===== src/rtl/imem_boot_pkg.sv =====
// Shared types and constants for the instruction-memory boot loader.
// The frame is a header word N, then N payload words, then a checksum word.
package imem_boot_pkg;

  localparam int BYTE_W     = 8;
  localparam int WORD_W     = 32;
  localparam int HDR_BYTES  = 4;
  localparam int CSUM_BYTES = 4;

  typedef enum logic [2:0] {
    ST_HDR,
    ST_LOAD,
    ST_CSUM,
    ST_DONE,
    ST_ERR
  } state_e;

endpackage


===== src/rtl/imem_byte_assembler.sv =====
// Packs the accepted bytes into little-endian words. word_vld_o pulses in the
// same cycle as the fourth byte's accept, and word_o already includes that byte.
module imem_byte_assembler
  import imem_boot_pkg::*;
(
  input  logic              clk,
  input  logic              rst_n,
  input  logic              clr_i,
  input  logic              acc_i,
  input  logic [BYTE_W-1:0] byte_i,
  output logic              word_vld_o,
  output logic [WORD_W-1:0] word_o
);

  logic [1:0]               cnt_q;
  logic [WORD_W-BYTE_W-1:0] sh_q;

  // Only three bytes are stored; the fourth comes straight off the input.
  assign word_vld_o = acc_i && (cnt_q == 2'd3);
  assign word_o     = {byte_i, sh_q};

  always_ff @(posedge clk or negedge rst_n) begin
    if (!rst_n) begin
      cnt_q <= '0;
      sh_q  <= '0;
    end else if (clr_i) begin
      cnt_q <= '0;
      sh_q  <= '0;
    end else if (acc_i) begin
      cnt_q <= cnt_q + 2'd1;
      sh_q  <= {byte_i, sh_q[WORD_W-BYTE_W-1:BYTE_W]};
    end
  end

endmodule


===== src/rtl/imem_boot_loader.sv =====
// Streams a frame into instruction memory from address 0, checks the additive
// checksum and releases the core's reset only after a good load.
module imem_boot_loader
  import imem_boot_pkg::*;
#(
  parameter int DEPTH = 1024,
  parameter int AW    = $clog2(DEPTH)
) (
  input  logic              clk,
  input  logic              rst_n,
  input  logic              s_valid,
  output logic              s_ready,
  input  logic [BYTE_W-1:0] s_data,
  output logic              imem_we,
  output logic [AW-1:0]     imem_addr,
  output logic [WORD_W-1:0] imem_wdata,
  output logic              cpu_rst_n,
  output logic              done,
  output logic              err
);

  state_e            state_q, state_d;
  logic              live_q;
  logic [AW:0]       n_q, n_d, idx_q, idx_d;
  logic [WORD_W-1:0] acc_q, acc_d, wdata_q, wdata_d;
  logic [AW-1:0]     addr_q, addr_d;
  logic              we_q, we_d;
  logic              accept, word_vld;
  logic [WORD_W-1:0] word;

  assign accept = s_valid && s_ready;

  imem_byte_assembler u_asm (
    .clk        (clk),
    .rst_n      (rst_n),
    .clr_i      ((state_q == ST_DONE) || (state_q == ST_ERR)),
    .acc_i      (accept),
    .byte_i     (s_data),
    .word_vld_o (word_vld),
    .word_o     (word)
  );

  always_ff @(posedge clk or negedge rst_n) begin
    if (!rst_n) state_q <= ST_HDR;
    else        state_q <= state_d;
  end

  always_comb begin
    state_d = state_q;
    if (word_vld) begin
      unique case (state_q)
        ST_HDR: begin
          if (word > WORD_W'(DEPTH)) state_d = ST_ERR;
          else if (word == '0)       state_d = ST_CSUM;
          else                       state_d = ST_LOAD;
        end
        ST_LOAD: if ((idx_q + 1'b1) == n_q) state_d = ST_CSUM;
        ST_CSUM: state_d = (word == acc_q) ? ST_DONE : ST_ERR;
        default: state_d = state_q;
      endcase
    end
  end

  // live_q keeps s_ready low until the first edge after reset release.
  always_comb begin
    s_ready   = live_q && ((state_q == ST_HDR) || (state_q == ST_LOAD) ||
                           (state_q == ST_CSUM));
    done      = (state_q == ST_DONE);
    err       = (state_q == ST_ERR);
    cpu_rst_n = (state_q == ST_DONE);
  end

  always_comb begin
    n_d     = n_q;
    idx_d   = idx_q;
    acc_d   = acc_q;
    addr_d  = addr_q;
    wdata_d = wdata_q;
    we_d    = 1'b0;
    if (word_vld && (state_q == ST_HDR)) n_d = word[AW:0];
    if (word_vld && (state_q == ST_LOAD)) begin
      we_d    = 1'b1;
      addr_d  = idx_q[AW-1:0];
      wdata_d = word;
      acc_d   = acc_q + word;
      idx_d   = idx_q + 1'b1;
    end
  end

  always_ff @(posedge clk or negedge rst_n) begin
    if (!rst_n) begin
      live_q  <= 1'b0;
      n_q     <= '0;
      idx_q   <= '0;
      acc_q   <= '0;
      addr_q  <= '0;
      wdata_q <= '0;
      we_q    <= 1'b0;
    end else begin
      live_q  <= 1'b1;
      n_q     <= n_d;
      idx_q   <= idx_d;
      acc_q   <= acc_d;
      addr_q  <= addr_d;
      wdata_q <= wdata_d;
      we_q    <= we_d;
    end
  end

  assign imem_we    = we_q;
  assign imem_addr  = addr_q;
  assign imem_wdata = wdata_q;

endmodule


===== config.mk =====
export PLATFORM = sky130hd
export DESIGN_NAME = imem_boot_loader
export DESIGN_NICKNAME = d
export VERILOG_FILES = /design/src/rtl/imem_boot_pkg.sv /design/src/rtl/imem_byte_assembler.sv /design/src/rtl/imem_boot_loader.sv
export SDC_FILE = /design/constraint.sdc
export NUM_CORES = 1
export LEC_CHECK = 0
export CORE_UTILIZATION = 59
export CTS_CLUSTER_DIAMETER = 120
export DETAILED_ROUTE_END_ITERATION = 8
export PLACE_DENSITY = 0.77
export SYNTH_ARGS = -nofsm -noshare
export SYNTH_HDL_FRONTEND = slang
export SYNTH_HIERARCHICAL = 1
export SYNTH_SLANG_ARGS = --single-unit

===== constraint.sdc =====
create_clock -name clk -period 3.6 [get_ports clk]
set_input_delay 0.36 -clock clk [delete_from_list [all_inputs] [get_ports clk]]
set_output_delay 0.36 -clock clk [all_outputs]
set_load 0.05 [all_outputs]

; Yosys cells after proc, flatten, opt, wreduce, memory -nomap -nowiden
; Index checks and enable logic that the tools add are counted.
; W data, S select, Z words.
[totals]
inputBits = 11
word_cells = 45
register_bits = 127
[op_classes]
n_lt_le_gt_ge = 1
reduce_logical = 13
n_eq_ne = 8
n_addsub = 3
n_mux = 10
[ops]
columns = cell, count
row1 = $mux W24, 2
row2 = $add A32 B32 Y32, 1
row3 = $eq A32 B32 Y1, 1
row4 = $gt A32 B11 Y1 const B, 1
row5 = $logic_not A32 Y1, 1
row6 = $add A11 B1 Y11 const B, 1
row7 = $eq A11 B11 Y1, 1
row8 = $mux W3, 3
row9 = $pmux W3 S3, 1
row10 = $eq A3 B2 Y1 const B, 2
row11 = $mux W2, 3
row12 = $logic_and A1 B1 Y1, 5
row13 = $eq A3 B1 Y1 const B, 1
row14 = $eq A3 B3 Y1 const B, 1
row15 = $logic_not A3 Y1, 1
row16 = $logic_or A1 B1 Y1, 3
row17 = $reduce_and A3 Y1, 1
row18 = $reduce_bool A3 Y1, 1
row19 = $add A2 B1 Y2 const B, 1
row20 = $eq A2 B2 Y1 const B, 1
row21 = $ne A2 B2 Y1 const B, 1
row22 = $reduce_bool A2 Y1, 1
row23 = $mux W1, 1

; Logic depth before layout (Yosys ltp)
; Gate-level depths: netlist (run 1).
[depth]
depth_word = 8
depth_mapped = 14
mapped_depth_nobuf = 10

; Modules after synthesis
; Netlist (run 1), hierarchy kept.
[modules_own_cells]
columns = mod, instances, area_each_um2, cells_per_inst, seq_area_each_um2
row1 = imem_boot_loader, 1, 5955.7, 692, 2527.4
row2 = imem_byte_assembler, 1, 1153.6, 94, 650.6

; Worst setup path after synthesis (run 1)
; Ideal clock, no wire load.
[synth_timing]
path_type = reg-to-reg
startpoint = register state_q[1]
endpoint = register wdata_q[20] (netlist: imem_wdata[20])
setup_ns = 0.066
slack_ns = 0.579
stages_incl_launch_ff = 15
period_less_slack_ns = 3.021
t_arrival_ns = 2.954
cell_sequence = dfrtp_1 > clkbuf_1 > nand2_1 > and3_1 > and2_1 > buf_6 > buf_12 > and2_1 > nand3_1 > inv_1 > clkbuf_1 > clkbuf_1 > buf_1 > nand2_1 > nand2_1
[synth_via]
elab_chain_cells = 7
word_cells_on_any_way = 9
[synth_lines]
columns = item, line_no
row1 = start: declaration, imem_boot_loader.sv:22  ; state_e state_q, state_d;
row2 = start signal: assignment, imem_boot_loader.sv:45  ; else state_q <= state_d;
row3 = $eq A3 B1 Y1 / $logic_not A3 Y1 (equally long branches), imem_boot_loader.sv:66  ; s_ready = live_q && ((state_q == ST_HDR) || (state_q == ST_LOAD) ||
row4 = $logic_or A1 B1 Y1, imem_boot_loader.sv:66
row5 = $logic_or A1 B1 Y1 (*), imem_boot_loader.sv:66
row6 = $logic_and A1 B1 Y1 (*), imem_boot_loader.sv:66
row7 = named net s_ready, imem_boot_loader.sv:12  ; output logic s_ready,
row8 = $logic_and A1 B1 Y1 (*), imem_boot_loader.sv:31  ; assign accept = s_valid && s_ready;
row9 = named net accept, imem_boot_loader.sv:28  ; logic accept, word_vld;
row10 = $logic_and A1 B1 Y1 (*), imem_byte_assembler.sv:19  ; assign word_vld_o = acc_i && (cnt_q == 2'd3);
row11 = named net word_vld, imem_boot_loader.sv:28
row12 = $logic_and A1 B1 Y1 (*), imem_boot_loader.sv:81  ; if (word_vld && (state_q == ST_LOAD)) begin
row13 = end signal: assignment, imem_boot_loader.sv:105  ; wdata_q <= wdata_d;
row14 = end: declaration, imem_boot_loader.sv:25  ; logic [WORD_W-1:0] acc_q, acc_d, wdata_q, wdata_d;
; The timed path passes the listed nets; every way through them passes the cells marked *.
; A chain may end at the register's enable or synchronous reset.

; Final worst setup path (run 1)
[layout_timing]
startpoint = register u_asm.sh_q[0]
endpoint = register acc_q[30]
[layout_via]
elab_chain_cells = 1
[layout_lines]
columns = item, line_no
row1 = start: declaration, imem_byte_assembler.sv:16  ; logic [WORD_W-BYTE_W-1:0] sh_q;
row2 = start signal: assignment, imem_byte_assembler.sv:31  ; sh_q <= {byte_i, sh_q[WORD_W-BYTE_W-1:BYTE_W]};
row3 = $add A32 B32 Y32, imem_boot_loader.sv:85  ; acc_d = acc_q + word;
row4 = end signal: assignment, imem_boot_loader.sv:95  ; acc_q <= '0;
row5 = end signal: assignment, imem_boot_loader.sv:103  ; acc_q <= acc_d;
row6 = end: declaration, imem_boot_loader.sv:25
; Every way passes these cells.

==> run summary, run 1 <==
leading area contributor after synthesis = dfrtp_1
count leader, synth = nand2_1
final setup violation count = 0
Seq/Total Area, Yosys = 44.7%
crit path kind = reg -> reg
Critical R2R Capture = acc_q[30]
DRT antenna net count = 0
synth top area cells = dfrtp_1 45%, nand2_1 9.7%, ha_1 5.8%
non-filler cells, final = 965
TritonCTS sink count = 127
DR iter-0 viols = 467
failing checks = design-rule violations
I/O pin cnt = 58
layout filler cell count = 876
die footprint = 0.0125 mm^2
Critical path origin = u_asm/sh_q[0]
RSZ-0062 raised after global routing = no
antenna cells = 0
Initial Util = 61.5%
gr ovfl total = 0
average size of a mapped cell = 9.04 um^2
wire per inst = 18.1 um
post-CTS setup buffer count = 0
critical path fanouts, max = 6
Vias = 5884
port bufs = 57
Hold Slack = 0.0987 ns
first-pass GRT wire length = 29000 um
DP Wirelength = 12300 um
routability cong. = 0.939
critical path launch point type = register
via/cell ratio = 6.10
FF+latch count, synth = 127
clock skew = 0.00751 ns
Setup crit end kind = register
total negative slack = 0 ns
drt pass-1 iters = 9
max cap viols = 0
Async S/R FF share, synth = 100%
nets = 854
Slew @ Worst Pin = 0.945 ns
pin count of the biggest net entering global routing = 81
syn nets = 831
vias in the first global route = 5806
Max Fclk = 343 MHz
Required @ worst endpoint = 3.95 ns
Reg2Reg Launch Point = u_asm/sh_q[0]
register area = 0.00318 mm^2
Finished Core Util = 71.3%
Hold Fails Final Rpt = 0
gr usage total = 29.7%
dpl cells = 933
FP Rows = 39
Worst R2R Setup Slack = 0.68 ns
core area = 0.0116 mm^2
fin crit period = 2.92 ns
Die X = 112 um
Slew headroom = 37.0%
# DRC = 6
Synth top cells by count = 184 x nand2_1, 127 x dfrtp_1, 50 x nor2_1
H-tree levels = 4
ys flop type = dfrtp_1
initial antenna violation count = 0
post-synth top area share = 44.7%
critical path endpoint = acc_q[30]
share of cells above drive strength 1 = 7.91%
worst hold path type = in -> async
Synth-to-Final Area Change = 15.9%
Worst Path Arrival = 3.26 ns
outcome = finished, violations left
Cells after Synth = 786
Longest Clk Path Bufs = 2
VDD IR max = 0.718 mV
DIE HEIGHT = 112 um
CTS Buf Count = 17
multi-input logic area = 0.00359 mm^2
Worst Reg-to-Reg Cells = 10
CTS tree = built
Root Driver = clkbuf_16
Hold Buf Count CTS = 0
Post-Synthesis Cell Area = 0.00711 mm^2
Slew Viols, Final = 0
number of synthesized flops with an enable pin = 0
Power per Cell Area = 1020 mW/mm^2
Lkg Pwr = 3.88 nW
clk slew on worst S/H paths = 0.05 ns
total wire length = 17500 um
worst skew pair latency = 0.41 ns
synth warn = 6
Post-CTS Resized = 0
unique cell type count in the Yosys netlist = 62
period utilization = 81.0%
-- worst max-delay path, stage by stage (launching register included) --
cell,delay (ns)
dfrtp_1,0.43
ha_1,0.26
fa_1,0.24
a21o_1,0.15
nand4_1,0.13
a21oi_1,0.21
o211ai_1,0.18
and4_4,0.23
or3_1,0.48
a2111o_1,0.46
nand3_1,0.09
-- sequential cells by signal (all words and copies together), names as in the netlist, 2 cells and up --
register     count
n_q             11
u_asm/sh_q      24
imem_wdata      32
acc_q           32
state_q          3
idx_q           11
imem_addr       10
u_asm/cnt_q      2
-- worst min-delay path by stage --
stage                   from             to  slack (ns)  cells after the start
6_report               rst_n   imem_addr[1]         0.1                      1
5_1_grt                rst_n  imem_wdata[5]        0.18                      1
4_1_cts                rst_n  imem_wdata[8]        0.14                      1
3_5_place_dp    imem_addr[0]   imem_addr[0]        0.46                      2
3_3_place_gp   imem_wdata[2]  imem_wdata[2]        0.46                      2
2_1_floorplan          rst_n       acc_q[0]        0.06                      0
-- placed cells by master, fill, tap and decap left out, types with 2 or more instances in the layout --
master           synthesis  layout
o211ai_1                 5       5
or2_2                    3       3
clkdlybuf4s50_1          0      56
buf_4                    9       7
a21o_1                  14      14
clkinv_2                 0       6
xnor2_1                 29      29
o21bai_1                 5       5
inv_1                   13      13
a31oi_1                  6       6
and2_1                   3       3
nor3_1                  13      13
a21oi_1                 35      35
and3_1                   7       7
nor3b_1                  3       3
a31o_2                   2       2
xor2_1                  19      19
clkbuf_1                40       2
dfrtp_1                127     127
nand4_1                 13      13
ha_1                    33      33
a211oi_1                 7       7
o31ai_1                  3       3
nor2_1                  50      50
o21ai_0                 41      41
mux2_2                  11      11
mux2i_1                 28      28
nor4_1                  17      17
clkbuf_16                0      17
nand3b_1                 2       2
bufinv_16                0       4
a311oi_1                 2       2
nand2b_1                 2       2
nand2_1                184     184
nand3_1                 21      20
or3_1                    3       3
-- cell type report --
type,instances,area share [%]
inverter,13,0.592
timing repair buffer,64,7.68
clock buffer,20,5.42
clock inverter,12,2.02
multi-input combinational,586,43.6
sequential,127,38.6
tap,143,2.17
-- power by group --
part | switching [mW] | internal (mW) | leakage [nW]
registers | 0.576 | 1.97 | 1.64
logic | 2.57 | 1.55 | 1.94
clock network | 0.607 | 1.17 | 0.303
total | 3.75 | 4.68 | 3.88
-- through the flow --
stage / total power [mW] / area [um^2] / setup WS [ns]
floorplan: 5.41 / 7110 / 0.579
global route: 8.94 / 8240 / 0.485
detailed placement: 6.59 / 7630 / 0.753
global placement: 6.47 / 7630 / 0.867
finish: 8.43 / 8240 / 0.682
CTS: 8.41 / 8240 / 0.727
-- logic make-up (layout without fill, tap and decap cells) --
family	count (synthesis)	after routing	synth area share (%)
AND/OR/NAND/NOR	330	330	20.6
AO/OA/AOI/OAI	134	134	12.0
flip-flops	127	127	44.7
buffers and inverters	73	109	4.98
XOR/XNOR	48	48	5.91
multiplexers	39	39	5.68
adder cells (fa/ha/maj)	34	34	6.09
other	1	1	0.0527
-- metal layers --
metal / global-route usage (%) / wire length, um
met3: 5.93 / 834
met4: 14.9 / 645
met5: 0 / 0
met1: 37.0 / 7300
met2: 49.4 / 8680
No activity file was read; power rests on OpenSTA's default activity.
==> run 2: changes to the inputs <==
- clock period: 3.6 -> 2.97 ns (I/O delays scaled with it)
==> run summary, run 2 (synthesized netlist as in run 1, its figures left out) <==
outcome = finished, violations left
failing checks = design-rule violations
total negative slack = 0 ns (unchanged)
Initial Util = 61.5% (unchanged)
worst skew pair latency = 0.42 ns (about the same)
via/cell ratio = 6.02 (-1.3%)
switching pwr = 4.58 mW (+22%)
core area = 0.0116 mm^2 (unchanged)
Worst Path Arrival = 3.10 ns (-0.16 ns)
Synth-to-Final Area Change = 17.2%
first-pass GRT wire length = 29200 um (+0.59%)
DR iter-0 viols = 458 (-1.9%)
antenna cells = 0 (unchanged)
H-tree levels = 4 (unchanged)
clock skew = 0.0109 ns (+0.00343 ns)
port bufs = 57 (unchanged)
DRT antenna net count = 0 (unchanged)
critical path fanouts, max = 6 (unchanged)
nets = 866 (+1.4%)
post-CTS setup buffer count = 0 (unchanged)
drt pass-1 iters = 8 (-1)
crit path kind = reg -> reg
wire per inst = 17.7 um (-2.0%)
Lkg Pwr = 3.93 nW (+1.1%)
TritonCTS sink count = 127 (unchanged)
Max Fclk = 363 MHz (+5.9%)
critical path launch point type = register
worst hold path type = in -> async
period utilization = 92.7% (+12 points)
Flop pwr share = 29.6% (-0.6 points)
DIE HEIGHT = 112 um (unchanged)
pin count of the biggest net entering global routing = 96 (+19%)
initial antenna violation count = 0 (unchanged)
gr ovfl total = 0 (unchanged)
Die X = 112 um (unchanged)
Finished Core Util = 72.0% (+0.77 points)
routability cong. = 0.931 (-0.84%)
post-route setup slack = 0.215 ns (-0.467 ns)
gr usage total = 29.8% (+0.082 points)
pre-CTS WS = 0.148 ns (-0.605 ns)
Hold Fails Final Rpt = 0 (unchanged)
Vias = 5882 (-0.034%)
max cap viols = 0 (unchanged)
DP Wirelength = 12100 um (-1.3%)
Switching Share = 45.0% (+0.49 points)
most frequent cells in the layout = 184 x nand2_1, 127 x dfrtp_1, 56 x clkdlybuf4s50_1
total wire length = 17300 um (-0.74%)
Setup crit end kind = register
clk slew on worst S/H paths = 0.06 ns (about the same)
Power per Cell Area = 1220 mW/mm^2 (+20%)
share of cells above drive strength 1 = 9.95% (+2.0 points)
cell internal pwr = 5.61 mW (+20%)
fin crit period = 2.75 ns (-0.163 ns)
Slew headroom = 51.8% (+15 points)
Slew Viols, Final = 0 (unchanged)
CTS Buf Count = 17 (unchanged)
final setup violation count = 0 (unchanged)
clock power share = 20.2% (-0.9 points)
die footprint = 0.0125 mm^2 (unchanged)
FP Rows = 39 (unchanged)
Root Driver = clkbuf_16
Worst R2R Setup Slack = 0.22 ns (-0.47 ns)
Required @ worst endpoint = 3.32 ns (-0.63 ns)
Slew @ Worst Pin = 0.723 ns (-0.222 ns)
CTS tree = built
Comb pwr share = 50.3% (+1.5 points)
# DRC = 6 (unchanged)
I/O pin cnt = 58 (unchanged)
VDD IR max = 0.843 mV (+17%)
Longest Clk Path Bufs = 2 (unchanged)
RSZ-0062 raised after global routing = no
vias in the first global route = 5849 (+0.74%)
leading cell type in the layout, fill and taps excluded = nand2_1
[run 2: critical path, stage by stage, from the launching register on]
cell      delay (ns)
dfrtp_1         0.44
ha_1            0.40
a21o_1          0.16
nand4_1         0.15
a21oi_2         0.19
o211ai_1        0.19
and4_4          0.24
or3_4           0.42
a2111o_1        0.42
nand3_1         0.08
[run 2: path summary, 6_finish.rpt]
path | startpoint | end | depth (start not counted)
setup / recovery | u_asm/sh_q[2] | acc_q[30] | 9
hold / removal | rst_n | imem_addr[0] | 2
setup reg to reg | u_asm/sh_q[2] | acc_q[30] | 9
hold reg to reg | imem_wdata[7] | imem_wdata[7] | 2
max in group asynchronous | rst_n | acc_q[24] | 3
min in group clk | imem_wdata[7] | imem_wdata[7] | 2
[run 2: power by group through the flow]
stage | combinational, mW | clock [mW] | sequential, mW
after detailed placement | 5.04 | 0 | 3.01
after global placement | 4.93 | 0 | 2.98
final | 5.13 | 2.06 | 3.02
after CTS | 5.08 | 2.08 | 3.00
after global routing | 5.59 | 2.16 | 3.07
after floorplan | 2.95 | 0 | 3.61
[run 2: what timing repair did]
| action | 4_1_cts | 5_1_grt |
|---|---|---|
| gates resized for setup | 0 | 5 |
| endpoints found under the hold margin | 32 | 0 |
| endpoints found under the setup margin | 0 | 2 |
| hold buffers | 1 | 0 |
[run 2: through the flow]
stage               cells  hold slack [ns]  cell area, um^2  total power, mW
floorplan             786          0.00141             7110             6.56
global placement      944            0.261             7710             7.91
detailed placement    944            0.260             7710             8.06
CTS                   977            0.364             8310             10.2
global route          977            0.387             8330             10.8
finish                977            0.356             8330             10.2
[run 2: layer usage]
| layer | wire, um | vias up | GRT usage [%] | share of wire (%) |
|---|---|---|---|---|
| met4 | 546 | 0 | 13.2 | 3.2 |
| met5 | 0 | - | 0 | 0 |
| met2 | 8580 | 214 | 50.0 | 50 |
| met3 | 912 | 37 | 6.59 | 5.3 |
| li1 | - | 2775 | - | - |
| met1 | 7290 | 2856 | 37.1 | 42 |
[run 2: final cells by class]
type / count / area, um^2
clock buffers: 19 / 453
clock inverters: 13 / 138
fillers: 859 / 3230
inverters: 13 / 48.8
multi-input cells: 586 / 3610
flip-flops and latches: 127 / 3180
well taps: 143 / 179
repair buffers: 76 / 726
